<file path="config.mk">
export PLATFORM = sky130hd
export DESIGN_NAME = fatori_err_collector
export DESIGN_NICKNAME = d
export VERILOG_FILES = /design/src/rtl/fatori_err_collector.sv
export SDC_FILE = /design/constraint.sdc
export NUM_CORES = 1
export LEC_CHECK = 0
export CORE_MARGIN = 2
export CORE_UTILIZATION = 46
export DETAILED_ROUTE_END_ITERATION = 12
export PLACE_DENSITY = 0.8
export SKIP_LAST_GASP = 1
export SLEW_MARGIN = 10
export SYNTH_ARGS = -nofsm -noshare
export SYNTH_HDL_FRONTEND = slang
export SYNTH_SLANG_ARGS = --single-unit
</file>
<file path="constraint.sdc">
create_clock -name clk_i -period 2.9 [get_ports clk_i]
set_input_delay 0.58 -clock clk_i [delete_from_list [all_inputs] [get_ports clk_i]]
set_output_delay 0.58 -clock clk_i [all_outputs]
set_load 0.02 [all_outputs]
</file>
<file path="src/rtl/fatori_err_collector.sv">
// Fault-event collector: saturating major/minor/scrub counters plus a sticky major alert.
// Define FATORI_ERR_LOG_EN to add the timestamped round-robin event log FIFO and drop counter.
module fatori_err_collector #(
  parameter  int unsigned NUM_MON    = 4,
  parameter  int unsigned CNT_W      = 16,
  parameter  int unsigned TS_W       = 16,
  parameter  int unsigned FIFO_DEPTH = 8,
  localparam int unsigned ID_W       = (NUM_MON > 1) ? $clog2(NUM_MON) : 1,
  localparam int unsigned EVT_W      = 2 + ID_W + TS_W
) (
  input  logic               clk_i,
  input  logic               arst_i,
  input  logic               clr_i,
  input  logic [NUM_MON-1:0] new_maj_err_i,
  input  logic [NUM_MON-1:0] new_min_err_i,
  input  logic [NUM_MON-1:0] scrub_i,
  output logic [CNT_W-1:0]   maj_cnt_o,
  output logic [CNT_W-1:0]   min_cnt_o,
  output logic [CNT_W-1:0]   scrub_cnt_o,
  output logic [CNT_W-1:0]   drop_cnt_o,
  output logic               maj_alert_o,
  output logic               evt_valid_o,
  input  logic               evt_ready_i,
  output logic [EVT_W-1:0]   evt_data_o
);

  localparam int unsigned NSRC = 3 * NUM_MON;

  if (NUM_MON < 1 || FIFO_DEPTH < 2 || (FIFO_DEPTH & (FIFO_DEPTH - 1)) != 0) begin : g_bad_cfg
    $error("fatori_err_collector: NUM_MON must be >= 1 and FIFO_DEPTH a power of two >= 2");
  end

  function automatic int unsigned popcnt(input logic [NSRC-1:0] v);
    int unsigned n;
    n = 0;
    for (int unsigned i = 0; i < NSRC; i++) n += 32'(v[i]);
    return n;
  endfunction

  function automatic logic [CNT_W-1:0] sat_add(input logic [CNT_W-1:0] a, input int unsigned b);
    logic [CNT_W+31:0] s;
    s = {32'b0, a} + {{CNT_W{1'b0}}, b};
    return (|s[CNT_W+31:CNT_W]) ? '1 : s[CNT_W-1:0];
  endfunction

  logic [CNT_W-1:0] maj_cnt_q, maj_cnt_d;
  logic [CNT_W-1:0] min_cnt_q, min_cnt_d;
  logic [CNT_W-1:0] scr_cnt_q, scr_cnt_d;
  logic             alert_q, alert_d;

  always_comb begin
    maj_cnt_d = sat_add(maj_cnt_q, popcnt(NSRC'(new_maj_err_i)));
    min_cnt_d = sat_add(min_cnt_q, popcnt(NSRC'(new_min_err_i)));
    scr_cnt_d = sat_add(scr_cnt_q, popcnt(NSRC'(scrub_i)));
    alert_d   = alert_q | (|new_maj_err_i);
  end

  always_ff @(posedge clk_i or posedge arst_i) begin
    if (arst_i) begin
      maj_cnt_q <= '0;
      min_cnt_q <= '0;
      scr_cnt_q <= '0;
      alert_q   <= 1'b0;
    end else if (clr_i) begin
      maj_cnt_q <= '0;
      min_cnt_q <= '0;
      scr_cnt_q <= '0;
      alert_q   <= 1'b0;
    end else begin
      maj_cnt_q <= maj_cnt_d;
      min_cnt_q <= min_cnt_d;
      scr_cnt_q <= scr_cnt_d;
      alert_q   <= alert_d;
    end
  end

  assign maj_cnt_o   = maj_cnt_q;
  assign min_cnt_o   = min_cnt_q;
  assign scrub_cnt_o = scr_cnt_q;
  assign maj_alert_o = alert_q;

`ifdef FATORI_ERR_LOG_EN
  localparam int unsigned PTR_W = $clog2(NSRC);
  localparam int unsigned AW    = $clog2(FIFO_DEPTH);

  logic [NSRC-1:0]  pend_q, pend_d;
  logic [PTR_W-1:0] rr_q, rr_d;
  logic [TS_W-1:0]  ts_q, ts_d;
  logic [AW-1:0]    wr_q, wr_d, rd_q, rd_d;
  logic [AW:0]      occ_q, occ_d;
  logic [CNT_W-1:0] drop_cnt_q, drop_cnt_d;
  logic [EVT_W-1:0] mem [FIFO_DEPTH];

  logic [NSRC-1:0]  pulse, log_mask;
  logic [PTR_W-1:0] hi, lo, sel;
  logic             hi_ok, lo_ok, full, log_en, pop;
  logic [1:0]       rec_type;
  logic [ID_W-1:0]  rec_id;
  logic [EVT_W-1:0] wr_rec;

  always_comb begin
    pulse = {scrub_i, new_maj_err_i, new_min_err_i};
    hi_ok = 1'b0;
    lo_ok = 1'b0;
    hi    = '0;
    lo    = '0;
    // Rotating priority: lowest set bit at/after rr_q, else lowest set bit overall.
    for (int unsigned j = 0; j < NSRC; j++) begin
      if (pend_q[j]) begin
        if (!lo_ok) begin
          lo_ok = 1'b1;
          lo    = PTR_W'(j);
        end
        if (!hi_ok && j >= 32'(rr_q)) begin
          hi_ok = 1'b1;
          hi    = PTR_W'(j);
        end
      end
    end
    sel      = hi_ok ? hi : lo;
    full     = (occ_q == (AW+1)'(FIFO_DEPTH));
    log_en   = lo_ok && !full;
    log_mask = log_en ? (NSRC'(1) << sel) : '0;

    rec_type = '0;
    rec_id   = '0;
    for (int unsigned j = 0; j < NSRC; j++) begin
      if (32'(sel) == j) begin
        rec_type = 2'(j / NUM_MON + 1);
        rec_id   = ID_W'(j % NUM_MON);
      end
    end
    wr_rec = {rec_type, rec_id, ts_q};

    // A pulse on the bit being logged re-arms it instead of counting as a drop.
    pend_d     = (pend_q & ~log_mask) | pulse;
    drop_cnt_d = sat_add(drop_cnt_q, popcnt(pulse & pend_q & ~log_mask));
    rr_d       = rr_q;
    if (log_en) rr_d = (32'(sel) == NSRC - 1) ? '0 : sel + 1'b1;
    ts_d = ts_q + 1'b1;

    pop   = (occ_q != '0) && evt_ready_i;
    wr_d  = log_en ? wr_q + 1'b1 : wr_q;
    rd_d  = pop ? rd_q + 1'b1 : rd_q;
    occ_d = occ_q + (AW+1)'(log_en) - (AW+1)'(pop);
  end

  always_ff @(posedge clk_i or posedge arst_i) begin
    if (arst_i) begin
      pend_q     <= '0;
      rr_q       <= '0;
      ts_q       <= '0;
      wr_q       <= '0;
      rd_q       <= '0;
      occ_q      <= '0;
      drop_cnt_q <= '0;
    end else if (clr_i) begin
      pend_q     <= '0;
      rr_q       <= '0;
      ts_q       <= '0;
      wr_q       <= '0;
      rd_q       <= '0;
      occ_q      <= '0;
      drop_cnt_q <= '0;
    end else begin
      pend_q     <= pend_d;
      rr_q       <= rr_d;
      ts_q       <= ts_d;
      wr_q       <= wr_d;
      rd_q       <= rd_d;
      occ_q      <= occ_d;
      drop_cnt_q <= drop_cnt_d;
    end
  end

  always_ff @(posedge clk_i) begin
    if (log_en && !clr_i) mem[wr_q] <= wr_rec;
  end

  assign drop_cnt_o  = drop_cnt_q;
  assign evt_valid_o = (occ_q != '0);
  assign evt_data_o  = evt_valid_o ? mem[rd_q] : '0;
`else
  logic unused_evt_ready;
  assign unused_evt_ready = evt_ready_i;
  assign drop_cnt_o  = '0;
  assign evt_valid_o = 1'b0;
  assign evt_data_o  = '0;
`endif

endmodule

</file>
### After elaboration in Yosys (flattened, before gate mapping)

Cells that the tools add are included.

* word-level logic and storage cells: 28
* bits in read-only memories: 0
* memories: 0
* register bits: 49
* input port bits: 16
* bits in latches: 0
* RAM bits: 0

* divide/modulo/power cells: 0
* multiply operators: 0
* eq/ne operators: 0
* shift operators: 0
* reductions and logical operators: 4
* $add $sub $neg: 12
* magnitude comparators: 0
* bitwise operators: 1
* multiplexer cells: 7

Operators by type and width (count)
* $mux 16: 6
* $reduce_or 32->1: 3
* $add 16x4->17: 3
* $add 3x1->4: 3
* $add 2x1->3: 3
* $add 1x1->2: 3
* $reduce_or 4->1: 1
* $mux 1: 1
* $or 1x1->1: 1

### Logic depth before layout (Yosys ltp)

* word-level depth: 7
* depth in mapped cells: 10
* gate-level depth less buffers: 9

### Worst setup path after synthesis

Ideal clock, no wire load.

* path type: input -> register
* start point: input port new_min_err_i[0]
* end point: register min_cnt_q[1] (netlist: min_cnt_o[1])
* arrival time: 2716 ps
* library setup time: 78 ps
* path slack: 106 ps
* stages: 10
* cell sequence: fa_1 -> inv_1 -> fa_1 -> inv_1 -> fa_1 -> nand4_1 -> nor2_1 -> nand3_1 -> buf_2 -> a21oi_1

* word-level cells in the longest chain between the ends: 7

Ends and longest elaborated chain
* start, declared: RTL line 15 `input logic [NUM_MON-1:0] new_min_err_i,`
* $add 1x1->2 (*): RTL line 36 `for (int unsigned i = 0; i < NSRC; i++) n += 32'(v[i]);`
* $add 2x1->3 (*): RTL line 36
* $add 3x1->4 (*): RTL line 36
* $add 16x4->17 (*): RTL line 42 `s = {32'b0, a} + {{CNT_W{1'b0}}, b};`
* $reduce_or 32->1: RTL line 43 `return (|s[CNT_W+31:CNT_W]) ? '1 : s[CNT_W-1:0];`
* $mux 16 (*): RTL line 43
* $mux 16 (*): RTL line 64 `end else if (clr_i) begin`
* end signal, assigned: RTL line 71 `min_cnt_q <= min_cnt_d;`
* end, declared: RTL line 47 `logic [CNT_W-1:0] min_cnt_q, min_cnt_d;`

Every way passes the cells marked *; elsewhere a longest branch is shown, timed or not.

### Final worst setup path

* start point: input port scrub_i[3]
* end point: register scr_cnt_q[8] (netlist: scrub_cnt_o[8])

* word-level cells in the longest chain between the ends: 5

Ends and longest elaborated chain
* start, declared: RTL line 16 `input logic [NUM_MON-1:0] scrub_i,`
* $add 3x1->4 (*): RTL line 36
* $add 16x4->17 (*): RTL line 42
* $reduce_or 32->1: RTL line 43
* $mux 16 (*): RTL line 43
* $mux 16 (*): RTL line 64
* end signal, assigned: RTL line 72 `scr_cnt_q <= scr_cnt_d;`
* end, declared: RTL line 48 `logic [CNT_W-1:0] scr_cnt_q, scr_cnt_d;`

Marks and branches as above.

==> impl_metrics.env <==
export IMPL_status="completed"
export IMPL_antenna_found_initial=0
export IMPL_final_cell_count_no_fill=469
export IMPL_ant_nets=0
export IMPL_setup_ws_ns=0.120
export IMPL_synth_cells=311
export IMPL_die_h_um=85.7
export IMPL_antenna_cells=0
export IMPL_wirelength_um=6750
export IMPL_yosysTopAreaCellShare_pct=40.0
export IMPL_synth_edf_count=0
export IMPL_gr_total_overflow=0
export IMPL_dieArea_mm2=0.00734
export IMPL_num_rows=29
export IMPL_max_cap_violations=0
export IMPL_power_density_mw_per_mm2=479
export IMPL_cp_start_kind="primary input"
export IMPL_synth_cell_types=45
export IMPL_synthTopCellsByArea="dfrtp_1 40%, buf_4 9.3%, fa_1 5.9%"
export IMPL_coreArea_mm2=0.00639
export IMPL_finalInstanceArea_mm2=0.00403
export IMPL_cts_root_buf="clkbuf_8"
export IMPL_htree_levels=2
export IMPL_cts_sinks=49
export IMPL_fmax_ghz=0.360
export IMPL_required_ns=3.06
export IMPL_ys_ff_latch=49
export IMPL_grt_pass1_vias=2439
export IMPL_initial_core_util_pct=48.1
export IMPL_synth_area_mm2=0.00307
export IMPL_crit_arrival_ns=2.94
export IMPL_whs_ns=0.575
export IMPL_postSynth_asyncResetShare_pct=100
export IMPL_critical_path_class="primary input to flop"
export IMPL_setup_viol=0
export IMPL_die_w_um=85.7
export IMPL_io_buffers=63
export IMPL_synth_largest_area_cell="dfrtp_1"
export IMPL_ios=102
export IMPL_place_area_mm2=0.00375
export IMPL_synth_cells_most_frequent="49 x dfrtp_1, 38 x buf_4, 35 x a21oi_1"
export IMPL_end_kind="flop"
export IMPL_cts_made_buffers=5
export IMPL_layout_min_cycle_time_ns=2.78
export IMPL_grt_pass1_wl_um=11300
export IMPL_power_leakage_nw=1.78
export IMPL_max_slew_margin_rel_pct=57.3
export IMPL_viasPerCell=5.27
export IMPL_fin_worst_skew_ns=0.00563
export IMPL_synth_avg_cell_area_um2=9.87
export IMPL_drive_gt1_share_pct=15.6
export IMPL_hold_viol=0
export IMPL_preCtsSetupSlack_ns=-0.472
export IMPL_clk_latency_ns=0.30
export IMPL_cts_hold_buffers=0
export IMPL_drtIter0Drc=62
export IMPL_wl_per_cell_um=14.4
export IMPL_grt_use_total_pct=18.8
export IMPL_cts_tree="done"
export IMPL_gp_congestion=0.813
export IMPL_fin_nets=420
export IMPL_path_clk_slew_ns=0.09
export IMPL_place_hpwl_um=4720
export IMPL_cts_buffer_depth=2
export IMPL_drc=0
export IMPL_ir_worst_vdd_mv=0.361
export IMPL_dp_cells=460
export IMPL_ys_seq_area_share_pct=40.0
export IMPL_hp_class="flop to flop"
export IMPL_tightestPinTransition_ns=0.641
export IMPL_cp_max_fo=5
export IMPL_yosys_warnings=0
export IMPL_grt_max_degree=50
export IMPL_post_route_util_pct=63.0
export IMPL_area_delta_synth_final_pct=31.2
export IMPL_post_route_period_util_pct=95.9
export IMPL_yosysMostFrequentCell="dfrtp_1"
export IMPL_vias=2471
export IMPL_synth_main_ff_cell="dfrtp_1"
export IMPL_dr_pass1_iters=4
export IMPL_slew_viol_final=0
==> final cells by class <==
class | count | area (um^2)
clock buffers | 5 | 68.8
clock inverters | 3 | 68.8
fillers | 516 | 2360
inverters | 21 | 78.8
multi-input cells | 230 | 1680
flip-flops and latches | 49 | 1230
well taps | 77 | 96.3
repair buffers | 84 | 803
==> critical path, cell delays in order <==
cell	delay (ns)
clkdlybuf4s50_1	0.41
fa_1	0.48
inv_1	0.06
fa_2	0.37
inv_2	0.06
fa_2	0.22
nand3_4	0.12
or3_1	0.39
xor2_1	0.16
a21oi_1	0.08
==> through the flow <==
stage	setup TNS [ns]	power [mW]
floorplan	0	1.15
global route	-0.00311	2.04
detailed placement	-17.57	1.32
CTS	-0.108	1.93
finish	0	1.93
global placement	-14.31	1.30
==> power by group <==
part	switching [mW]	internal, mW
Combinational	0.297	0.242
Clock	0.240	0.347
Sequential	0.0689	0.731
Total	0.606	1.32
==> registers in the layout (all words and copies together) (netlist names) <==
register,count
maj_cnt_o,16
maj_alert_o,1
min_cnt_o,16
scrub_cnt_o,16
==> per-layer routing <==
metal / part of all wire [%] / vias up / global-route usage (%)
met5: 0 / - / 0
met4: 0.55 / 0 / 5.34
met3: 5.1 / 4 / 4.43
met2: 51 / 74 / 31.5
met1: 44 / 1208 / 24.5
li1: - / 1185 / -
==> cell usage in the layout (no fill, tap or decap), types with 3 or more instances in the layout <==
| cell type | Yosys | routed |
|---|---|---|
| a211oi_1 | 7 | 3 |
| nor3_1 | 6 | 5 |
| nand2_1 | 7 | 7 |
| a21oi_1 | 35 | 35 |
| conb_1 | 1 | 37 |
| nand3_1 | 11 | 11 |
| dlymetal6s2s_1 | 0 | 4 |
| fa_1 | 9 | 3 |
| buf_4 | 38 | 19 |
| and3_1 | 7 | 7 |
| xor2_1 | 15 | 15 |
| o21ai_0 | 8 | 8 |
| inv_1 | 21 | 18 |
| inv_2 | 0 | 3 |
| dfrtp_1 | 49 | 49 |
| a211oi_2 | 0 | 4 |
| and2_1 | 5 | 5 |
| clkdlybuf4s50_1 | 0 | 57 |
| nor2b_1 | 6 | 6 |
| xnor2_1 | 10 | 10 |
| fa_2 | 0 | 6 |
| clkbuf_8 | 0 | 5 |
| a31oi_1 | 11 | 11 |
| nor2_1 | 12 | 11 |
| and4_1 | 8 | 6 |
| o2111ai_1 | 5 | 5 |
| ha_1 | 4 | 4 |
==> path summary, 6_finish.rpt <==
path                                         from                   endpoint  slack, ns  cells after the start
min reg2reg                 maj_alert_o$_DFF_PP0_      maj_alert_o$_DFF_PP0_       0.58                      2
min                         maj_alert_o$_DFF_PP0_      maj_alert_o$_DFF_PP0_       0.58                      2
max                                    scrub_i[3]   scrub_cnt_o[8]$_DFF_PP0_       0.12                     10
max reg2reg                maj_cnt_o[0]$_DFF_PP0_    maj_cnt_o[14]$_DFF_PP0_       0.84                      9
max in group asynchronous                  arst_i  scrub_cnt_o[11]$_DFF_PP0_       1.71                      3
min in group asynchronous                  arst_i    min_cnt_o[10]$_DFF_PP0_       0.76                      3
==> cells by family after synthesis <==
group / count (synthesis) / synth area share [%]
flops: 49 / 40.0
fa+ha+maj: 13 / 7.50
buf+inv: 68 / 13.3
xor+xnor: 25 / 7.13
compound gates: 75 / 15.7
mux: 2 / 0.652
other cells: 1 / 0.122
simple gates: 78 / 15.7
==> repair_timing <==
action / CTS / global route
setup buffers: 2 / 0
resized for setup: 11 / 26
pin swaps: 5 / 8
setup endpoints to repair: 33 / 38
Note: power is estimated with default switching activity, not from simulation.
